===== src/rtl/ex_stage_pkg.sv =====
// rtl/ex_stage_pkg.sv - shared widths, opcode encodings and divider state codes for the execute stage
package ex_stage_pkg;

  localparam int XLEN     = 32;
  localparam int DIV_ITER = 32;                 // one quotient bit per cycle, equals XLEN
  localparam int CNT_W    = $clog2(DIV_ITER);

  // Value of a ctrl stall bit that freezes the corresponding stage
  localparam logic STOP = 1'b1;

  // Result class (alusel)
  localparam logic [2:0] EXE_RES_NOP    = 3'b000;
  localparam logic [2:0] EXE_RES_LOGIC  = 3'b001;
  localparam logic [2:0] EXE_RES_SHIFT  = 3'b010;
  localparam logic [2:0] EXE_RES_ARITH  = 3'b011;
  localparam logic [2:0] EXE_RES_JUMP   = 3'b100;
  localparam logic [2:0] EXE_RES_MULDIV = 3'b101;

  // Operation (aluop)
  localparam logic [7:0] EXE_NOP_OP    = 8'h00;
  localparam logic [7:0] EXE_AND_OP    = 8'h01;
  localparam logic [7:0] EXE_OR_OP     = 8'h02;
  localparam logic [7:0] EXE_XOR_OP    = 8'h03;
  localparam logic [7:0] EXE_SLL_OP    = 8'h04;
  localparam logic [7:0] EXE_SRL_OP    = 8'h05;
  localparam logic [7:0] EXE_SRA_OP    = 8'h06;
  localparam logic [7:0] EXE_ADD_OP    = 8'h07;
  localparam logic [7:0] EXE_SUB_OP    = 8'h08;
  localparam logic [7:0] EXE_SLT_OP    = 8'h09;
  localparam logic [7:0] EXE_SLTU_OP   = 8'h0A;
  localparam logic [7:0] EXE_JAL_OP    = 8'h0B;
  localparam logic [7:0] EXE_MUL_OP    = 8'h10;
  localparam logic [7:0] EXE_MULH_OP   = 8'h11;
  localparam logic [7:0] EXE_MULHSU_OP = 8'h12;
  localparam logic [7:0] EXE_MULHU_OP  = 8'h13;
  localparam logic [7:0] EXE_DIV_OP    = 8'h14;
  localparam logic [7:0] EXE_DIVU_OP   = 8'h15;
  localparam logic [7:0] EXE_REM_OP    = 8'h16;
  localparam logic [7:0] EXE_REMU_OP   = 8'h17;

  typedef enum logic [1:0] {
    DIV_FREE = 2'b00,
    DIV_BUSY = 2'b01,
    DIV_END  = 2'b10
  } div_state_e;

  function automatic logic is_div_op(input logic [7:0] op);
    return (op == EXE_DIV_OP) || (op == EXE_DIVU_OP) ||
           (op == EXE_REM_OP) || (op == EXE_REMU_OP);
  endfunction

endpackage


===== src/rtl/ex_stage_if.sv =====
// rtl/ex_stage_if.sv - id_ex -> ex -> ex_mem signal bundle
//   master: id_ex/ctrl side, drives operands, control and stall bus
//   slave : execute stage, drives write-back fields and stall request
interface ex_stage_if;
  import ex_stage_pkg::*;

  logic [5:0]      stall;
  logic [7:0]      aluop_i;
  logic [2:0]      alusel_i;
  logic [XLEN-1:0] reg1_i;
  logic [XLEN-1:0] reg2_i;
  logic            wreg_i;
  logic [4:0]      wd_i;
  logic [XLEN-1:0] link_addr_i;

  logic            wreg_o;
  logic [4:0]      wd_o;
  logic [XLEN-1:0] wdata_o;
  logic            stallreq_o;

  modport master (
    output stall, aluop_i, alusel_i, reg1_i, reg2_i, wreg_i, wd_i, link_addr_i,
    input  wreg_o, wd_o, wdata_o, stallreq_o
  );

  modport slave (
    input  stall, aluop_i, alusel_i, reg1_i, reg2_i, wreg_i, wd_i, link_addr_i,
    output wreg_o, wd_o, wdata_o, stallreq_o
  );
endinterface


===== src/rtl/ex_stage_div.sv =====
// rtl/ex_stage_div.sv - iterative radix-2 restoring divider (module div_unit)
//   clk, annul      : clock, synchronous abort/reset (active-high)
//   start           : div-class op present while idle
//   signed_op       : DIV/REM (vs DIVU/REMU)
//   hold            : EX result not consumed, keep the result in DIV_END
//   opa, opb        : dividend, divisor
//   result_q/_r     : sign-corrected quotient / remainder, valid while ready
//   ready           : result available (DIV_END)
//   busy            : stall request (accepting a start, or iterating)
module div_unit
  import ex_stage_pkg::*;
(
  input  logic            clk,
  input  logic            annul,
  input  logic            start,
  input  logic            signed_op,
  input  logic            hold,
  input  logic [XLEN-1:0] opa,
  input  logic [XLEN-1:0] opb,
  output logic [XLEN-1:0] result_q,
  output logic [XLEN-1:0] result_r,
  output logic            ready,
  output logic            busy
);

  localparam logic [XLEN-1:0] INT_MIN = {1'b1, {(XLEN-1){1'b0}}};

  div_state_e        state, state_next;
  logic [CNT_W-1:0]  cnt, cnt_next;
  logic [2*XLEN-1:0] dvd, dvd_next;    // {partial remainder, dividend/quotient bits}
  logic [XLEN-1:0]   dvs, dvs_next;
  logic              neg_q, neg_q_next, neg_r, neg_r_next;

  logic              sign_a, sign_b;
  logic [XLEN-1:0]   mag_a, mag_b;
  logic [XLEN:0]     partial;          // remainder shifted left with the next dividend bit
  logic [XLEN-1:0]   diff;

  assign sign_a  = signed_op & opa[XLEN-1];
  assign sign_b  = signed_op & opb[XLEN-1];
  assign mag_a   = sign_a ? -opa : opa;
  assign mag_b   = sign_b ? -opb : opb;
  assign partial = dvd[2*XLEN-1:XLEN-1];
  // partial < 2*dvs whenever it is subtracted, so the low XLEN bits are exact
  assign diff    = partial[XLEN-1:0] - dvs;

  always_ff @(posedge clk) begin
    if (annul) begin
      state <= DIV_FREE;
      cnt   <= '0;
      dvd   <= '0;
      dvs   <= '0;
      neg_q <= 1'b0;
      neg_r <= 1'b0;
    end else begin
      state <= state_next;
      cnt   <= cnt_next;
      dvd   <= dvd_next;
      dvs   <= dvs_next;
      neg_q <= neg_q_next;
      neg_r <= neg_r_next;
    end
  end

  always_comb begin
    state_next = state;
    cnt_next   = cnt;
    dvd_next   = dvd;
    dvs_next   = dvs;
    neg_q_next = neg_q;
    neg_r_next = neg_r;
    case (state)
      DIV_FREE: begin
        if (start) begin
          cnt_next   = '0;
          neg_q_next = 1'b0;
          neg_r_next = 1'b0;
          if (opb == '0) begin
            // Result is preloaded so DIV_END needs no special handling
            dvd_next   = {opa, {XLEN{1'b1}}};
            state_next = DIV_END;
          end else if (signed_op && (opa == INT_MIN) && (opb == {XLEN{1'b1}})) begin
            dvd_next   = {{XLEN{1'b0}}, INT_MIN};
            state_next = DIV_END;
          end else begin
            dvd_next   = {{XLEN{1'b0}}, mag_a};
            dvs_next   = mag_b;
            neg_q_next = sign_a ^ sign_b;
            neg_r_next = sign_a;
            state_next = DIV_BUSY;
          end
        end
      end
      DIV_BUSY: begin
        if (partial >= {1'b0, dvs}) begin
          dvd_next = {diff, dvd[XLEN-2:0], 1'b1};
        end else begin
          dvd_next = {partial[XLEN-1:0], dvd[XLEN-2:0], 1'b0};
        end
        cnt_next = cnt + 1'b1;
        if (cnt == CNT_W'(DIV_ITER - 1)) begin
          state_next = DIV_END;
        end
      end
      DIV_END: begin
        if (!hold) begin
          state_next = DIV_FREE;
        end
      end
      default: state_next = DIV_FREE;
    endcase
  end

  assign result_q = neg_q ? -dvd[XLEN-1:0]      : dvd[XLEN-1:0];
  assign result_r = neg_r ? -dvd[2*XLEN-1:XLEN] : dvd[2*XLEN-1:XLEN];
  assign ready    = (state == DIV_END);
  assign busy     = ((state == DIV_FREE) && start) || (state == DIV_BUSY);

endmodule


===== src/rtl/ex_stage.sv =====
// rtl/ex_stage.sv - RV32IM execute stage: single-cycle ALU/MUL plus iterative divider
//   clk, rst : clock, synchronous active-high reset
//   ex       : ex_stage_if.slave - id_ex operands/control and stall bus in,
//              ex_mem write-back fields and stall request out
module ex_stage
  import ex_stage_pkg::*;
(
  input  logic      clk,
  input  logic      rst,
  ex_stage_if.slave ex
);

  logic            div_start, div_signed, div_ready, div_busy;
  logic [XLEN-1:0] div_q, div_r;
  logic [XLEN-1:0] alu_res;
  logic [2*XLEN-1:0] mul_a, mul_b, prod;
  logic            unused_stall;

  // Only the EX stall bit matters here
  assign unused_stall = ^{ex.stall[5:4], ex.stall[2:0]};

  assign div_start  = (ex.alusel_i == EXE_RES_MULDIV) && is_div_op(ex.aluop_i);
  assign div_signed = (ex.aluop_i == EXE_DIV_OP) || (ex.aluop_i == EXE_REM_OP);

  div_unit u_div (
    .clk       (clk),
    .annul     (rst),
    .start     (div_start),
    .signed_op (div_signed),
    .hold      (ex.stall[3] == STOP),
    .opa       (ex.reg1_i),
    .opb       (ex.reg2_i),
    .result_q  (div_q),
    .result_r  (div_r),
    .ready     (div_ready),
    .busy      (div_busy)
  );

  // One 64-bit multiplier; operand extension picks the signedness.
  // The low half is identical for every extension, so MUL shares it.
  assign mul_a = (ex.aluop_i == EXE_MULHU_OP) ? {{XLEN{1'b0}}, ex.reg1_i}
                                              : {{XLEN{ex.reg1_i[XLEN-1]}}, ex.reg1_i};
  assign mul_b = ((ex.aluop_i == EXE_MULHSU_OP) || (ex.aluop_i == EXE_MULHU_OP))
                 ? {{XLEN{1'b0}}, ex.reg2_i}
                 : {{XLEN{ex.reg2_i[XLEN-1]}}, ex.reg2_i};
  assign prod  = mul_a * mul_b;

  always_comb begin
    alu_res = '0;
    case (ex.alusel_i)
      EXE_RES_LOGIC: begin
        case (ex.aluop_i)
          EXE_AND_OP: alu_res = ex.reg1_i & ex.reg2_i;
          EXE_OR_OP:  alu_res = ex.reg1_i | ex.reg2_i;
          EXE_XOR_OP: alu_res = ex.reg1_i ^ ex.reg2_i;
          default:    alu_res = '0;
        endcase
      end
      EXE_RES_SHIFT: begin
        case (ex.aluop_i)
          EXE_SLL_OP: alu_res = ex.reg1_i << ex.reg2_i[4:0];
          EXE_SRL_OP: alu_res = ex.reg1_i >> ex.reg2_i[4:0];
          EXE_SRA_OP: alu_res = $unsigned($signed(ex.reg1_i) >>> ex.reg2_i[4:0]);
          default:    alu_res = '0;
        endcase
      end
      EXE_RES_ARITH: begin
        case (ex.aluop_i)
          EXE_ADD_OP:  alu_res = ex.reg1_i + ex.reg2_i;
          EXE_SUB_OP:  alu_res = ex.reg1_i - ex.reg2_i;
          EXE_SLT_OP:  alu_res = {{(XLEN-1){1'b0}}, $signed(ex.reg1_i) < $signed(ex.reg2_i)};
          EXE_SLTU_OP: alu_res = {{(XLEN-1){1'b0}}, ex.reg1_i < ex.reg2_i};
          default:     alu_res = '0;
        endcase
      end
      EXE_RES_JUMP: alu_res = ex.link_addr_i;
      EXE_RES_MULDIV: begin
        case (ex.aluop_i)
          EXE_MUL_OP:                alu_res = prod[XLEN-1:0];
          EXE_MULH_OP, EXE_MULHSU_OP,
          EXE_MULHU_OP:              alu_res = prod[2*XLEN-1:XLEN];
          EXE_DIV_OP, EXE_DIVU_OP:   alu_res = div_ready ? div_q : '0;
          EXE_REM_OP, EXE_REMU_OP:   alu_res = div_ready ? div_r : '0;
          default:                   alu_res = '0;
        endcase
      end
      default: alu_res = '0;
    endcase
  end

  // Write-back is suppressed while stalling so ID never forwards a partial result
  always_comb begin
    ex.stallreq_o = 1'b0;
    ex.wreg_o     = 1'b0;
    ex.wd_o       = '0;
    ex.wdata_o    = '0;
    if (!rst) begin
      ex.stallreq_o = div_busy;
      ex.wreg_o     = ex.wreg_i & ~div_busy;
      ex.wd_o       = ex.wd_i;
      ex.wdata_o    = alu_res;
    end
  end

endmodule

===== src/flat_wrapper.sv =====
// flat-port wrapper written by rule: the top's interface ports become plain ports
module ex_stage_flat import ex_stage_pkg::*;
  (clk, rst, ex_stall, ex_aluop_i, ex_alusel_i, ex_reg1_i, ex_reg2_i, ex_wreg_i, ex_wd_i, ex_link_addr_i, ex_wreg_o, ex_wd_o, ex_wdata_o, ex_stallreq_o);
  ex_stage_if ex_i ();
  input  logic clk;
  input  logic rst;
  input wire logic [$bits(ex_i.stall)-1:0] ex_stall;
  input wire logic [$bits(ex_i.aluop_i)-1:0] ex_aluop_i;
  input wire logic [$bits(ex_i.alusel_i)-1:0] ex_alusel_i;
  input wire logic [$bits(ex_i.reg1_i)-1:0] ex_reg1_i;
  input wire logic [$bits(ex_i.reg2_i)-1:0] ex_reg2_i;
  input wire logic [$bits(ex_i.wreg_i)-1:0] ex_wreg_i;
  input wire logic [$bits(ex_i.wd_i)-1:0] ex_wd_i;
  input wire logic [$bits(ex_i.link_addr_i)-1:0] ex_link_addr_i;
  output wire logic [$bits(ex_i.wreg_o)-1:0] ex_wreg_o;
  output wire logic [$bits(ex_i.wd_o)-1:0] ex_wd_o;
  output wire logic [$bits(ex_i.wdata_o)-1:0] ex_wdata_o;
  output wire logic [$bits(ex_i.stallreq_o)-1:0] ex_stallreq_o;
  assign ex_i.stall = ex_stall;
  assign ex_i.aluop_i = ex_aluop_i;
  assign ex_i.alusel_i = ex_alusel_i;
  assign ex_i.reg1_i = ex_reg1_i;
  assign ex_i.reg2_i = ex_reg2_i;
  assign ex_i.wreg_i = ex_wreg_i;
  assign ex_i.wd_i = ex_wd_i;
  assign ex_i.link_addr_i = ex_link_addr_i;
  assign ex_wreg_o = ex_i.wreg_o;
  assign ex_wd_o = ex_i.wd_o;
  assign ex_wdata_o = ex_i.wdata_o;
  assign ex_stallreq_o = ex_i.stallreq_o;
  ex_stage u_core (.clk(clk), .rst(rst), .ex(ex_i));
endmodule

===== config.mk =====
export PLATFORM = sky130hd
export DESIGN_NAME = ex_stage_flat
export DESIGN_NICKNAME = d
export VERILOG_FILES = /design/src/rtl/ex_stage_pkg.sv /design/src/rtl/ex_stage_if.sv /design/src/rtl/ex_stage_div.sv /design/src/rtl/ex_stage.sv /design/src/flat_wrapper.sv
export SDC_FILE = /design/constraint.sdc
export NUM_CORES = 2
export LEC_CHECK = 0
export ABC_AREA = 1
export BUFFER_PORTS_ARGS = -buffer_cell sky130_fd_sc_hd__buf_2
export CAP_MARGIN = 20
export CORE_UTILIZATION = 45
export CTS_CLUSTER_SIZE = 28
export DETAILED_ROUTE_END_ITERATION = 7
export PLACE_DENSITY = 0.63
export SYNTH_ARGS = -nofsm -noshare
export SYNTH_HDL_FRONTEND = slang
export SYNTH_HIERARCHICAL = 1
export SYNTH_SLANG_ARGS = --single-unit
export TNS_END_PERCENT = 20

===== constraint.sdc =====
create_clock -name clk -period 32.6 [get_ports clk]
set_input_delay 3.26 -clock clk [delete_from_list [all_inputs] [get_ports clk]]
set_output_delay 3.26 -clock clk [all_outputs]
set_load 0.01 [all_outputs]

==> summary.txt <==
Outcome
  – Outcome: finished, final reports clean

Final layout
  – Layout cells sized above 1: 0.0456
  – Fill cell count: 16000
  – Final Instance Area: 73400 um2
  – Seq. cell area: 2100 um2
  – Area Growth Syn to Fin: 4.44%
  – Multi-input logic area: 56500 um2
  – Final #Nets: 11800

Setup path
  – Worst Path Max Fanout: 21
  – CP arrival: 14830 ps
  – CP Class: input port to output pin
  – CP most frequent cell: fa_1
  – Req. time, crit path: 29340 ps
  – Worst path slowest cell: fa_1
  – Worst stage delay on the critical path: 1010 ps
  – Kind of end point of the critical path: output pin
  – Startpoint type of the worst setup path: input port

STA
  – Worst slew margin: 0.145
  – Worst hold margin: 474 ps
  – Fmax: 55.3 MHz
  – Setup TNS: 0 ps
  – Slew @ Worst Pin: 1270 ps
  – Tcrit/Tclk final: 0.555
  – RSZ-0062 raised after global routing: no
  – Final Hold Fails: 0
  – Final setup viols: 0
  – Tmin final: 18100 ps
  – Fin. max-slew vios: 0
  – Skew final: 16.0 ps

Synthesis
  – EDFF count, synth: 0
  – Sequential share of the synthesized area: 0.0299
  – Gate Count Post-Synth: 9858
  – Count leader, synth: inv_1
  – Yosys warns: 6
  – Synth Flop Type: dfxtp_1
  – Post-synth ARST share: 0
  – Post-Syn Nets: 11800
  – Leading area contributor after synthesis: fa_1
  – Most frequent cells after synthesis: inv_1 (2664), nand2_1 (2288), fa_1 (1422)
  – Unique masters post-synth: 72
  – Synth Cell Area: 70300 um2
  – Top cell type's share of synthesized area: 0.405
  – Synth area leaders: fa_1 (41%), inv_1 (14%), nand2_1 (12%), ha_1 (7.9%), a21oi_1 (3.1%)
  – Post-synthesis register bit count: 105
  – Syn Area/Cell: 7.13 um2

GRT
  – Largest net degree at the start of global routing: 81
  – Gr usage total: 0.402
  – Global route overflow: 0
  – First-pass GRT wire length: 457000 um
  – Via count of the first global-routing pass: 67100
  – Initial antenna violation count: 24

Placement
  – Input/output buffers: 154
  – Placed cell areas: 73100 um2
  – Post-DP HPWL: 262000 um
  – Routability Congestion: 1.10

Routing
  – Post-DR vias/cell: 5.60
  – Final Routed Wirelength: 315000 um
  – 1st-pass router iterations: 7
  – Post-route ant nets: 0
  – DRT iter0 DRCs: 7463
  – Detailed-route via count: 66300
  – Remaining DRCs: 0
  – WL/cell: 26.6 um

Floorplan
  – Chip height: 397 um
  – Placeable Area: 155000 um2
  – Die W: 397 um
  – Effective utilization at floorplan: 0.455
  – Die area: 158000 um2
  – Row count: 144
  – Ports: 160

Clock tree
  – Clock Latency Late Sink: 370 ps
  – H-tree Lvls: 3
  – Clk buf depth: 2
  – CTS clk-pin slew, worst paths: 80 ps
  – CTS resizes: 0
  – Hold_buf cts: 0
  – Setup Fix Bufs, Post-CTS: 0
  – CTS sink cnt: 105
  – Clock root buffer: clkbuf_16
  – CTS tree: built
  – CTS Buf Count: 9

Min path
  – HP Class: flip-flop to flip-flop

Run
  – Maxcap violations: 0
-- layout by cell type, fill, tap and decap left out, types with 8 or more instances in the layout --
| cell type | synthesis | layout |
|---|---|---|
| inv_1 | 2664 | 2661 |
| nand2_1 | 2288 | 2288 |
| fa_1 | 1422 | 1422 |
| nor2_1 | 525 | 521 |
| ha_1 | 444 | 444 |
| a21oi_1 | 434 | 434 |
| o21ai_0 | 420 | 420 |
| nand3_1 | 332 | 332 |
| buf_2 | 56 | 152 |
| buf_4 | 4 | 138 |
| xor2_1 | 113 | 113 |
| dfxtp_1 | 105 | 105 |
| nor3_1 | 68 | 67 |
| nand4_1 | 61 | 61 |
| o21ai_1 | 56 | 56 |
| o22ai_1 | 45 | 45 |
| o211ai_1 | 36 | 36 |
| o21bai_1 | 34 | 34 |
| a31oi_1 | 34 | 34 |
| inv_2 | 26 | 30 |
| or2_2 | 30 | 30 |
| xnor2_1 | 29 | 29 |
| o221ai_1 | 28 | 28 |
| nand3b_1 | 25 | 25 |
| a22oi_1 | 24 | 24 |
| mux2i_1 | 21 | 21 |
| nor2_2 | 16 | 19 |
| nor4_1 | 17 | 17 |
| a21boi_0 | 14 | 14 |
| a221oi_1 | 13 | 13 |
| nand2_2 | 12 | 12 |
| o31ai_1 | 12 | 12 |
| o2111ai_1 | 12 | 12 |
| diode_2 | 0 | 9 |
| clkbuf_16 | 0 | 9 |
| clkinv_1 | 10 | 9 |
| o21a_1 | 9 | 9 |
| nor2_4 | 7 | 8 |
| a21o_1 | 8 | 8 |
| a21oi_2 | 8 | 8 |
-- worst max-delay path: cells and delay by family --
family	cells	cell delay, ps
and+or+nand+nor	15	3430
buffers and inverters	8	890
adders and majority gates	11	6620
AOI/OAI and AO/OA	1	570
-- cells by family (layout without fill, tap and decap cells) --
kind of cell | Yosys count | in the layout | share of synthesized area
muxes | 21 | 21 | 0.00299
other | 0 | 9 | 0
DFF | 105 | 105 | 0.0299
and+or+nand+nor | 3424 | 3424 | 0.200
adders and majority gates | 1866 | 1866 | 0.484
xor gates and xnor gates | 142 | 142 | 0.0177
AOI/OAI and AO/OA | 1219 | 1219 | 0.0982
buffers and inverters | 3081 | 3008 | 0.167
-- per-layer routing --
metal	up-vias	GRT usage	part of all wire
met5	-	0	0.00012
met4	6	0.202	0.060
met3	671	0.0719	0.091
met2	3405	0.622	0.44
met1	33200	0.540	0.41
li1	29000	-	-
-- worst paths after layout --
kind	startpoint	endpoint	slack, ps	cells after the start
setup / recovery	ex_aluop_i[7]	ex_wdata_o[22]	14510	35
hold / removal	u_core/u_div/cnt[4]	u_core/u_div/cnt[4]	470	2
setup reg to reg	u_core/u_div/state[0]	u_core/u_div/dvd[25]	28520	12
hold reg to reg	u_core/u_div/cnt[4]	u_core/u_div/cnt[4]	470	2
-- layout make-up --
cell class,count,area share
antenna,9,0.000307
tap,2044,0.0349
multi-input combinational,6672,0.769
clock inverter,4,0.000477
timing repair buffer,290,0.0245
clock buffer,12,0.00350
inverter,2702,0.138
sequential,105,0.0286
-- state kept, by name (all words and copies together) (netlist names) --
name	cells
u_core/u_div/neg_r	1
u_core/u_div/cnt	5
u_core/u_div/dvd	64
u_core/u_div/state	2
u_core/u_div/neg_q	1
u_core/u_div/dvs	32
-- stage by stage --
stage	util	worst slack (ps)	instances
after floorplan	-	17490	9858
after global placement	0.473	14850	11800
after global routing	0.475	14120	11800
after detailed placement	0.473	14760	11800
after CTS	0.475	14720	11800
final	0.475	14510	11800
Power is not shown: default switching activity piles up to over one toggle a cycle in this logic, so the estimate is an artifact.
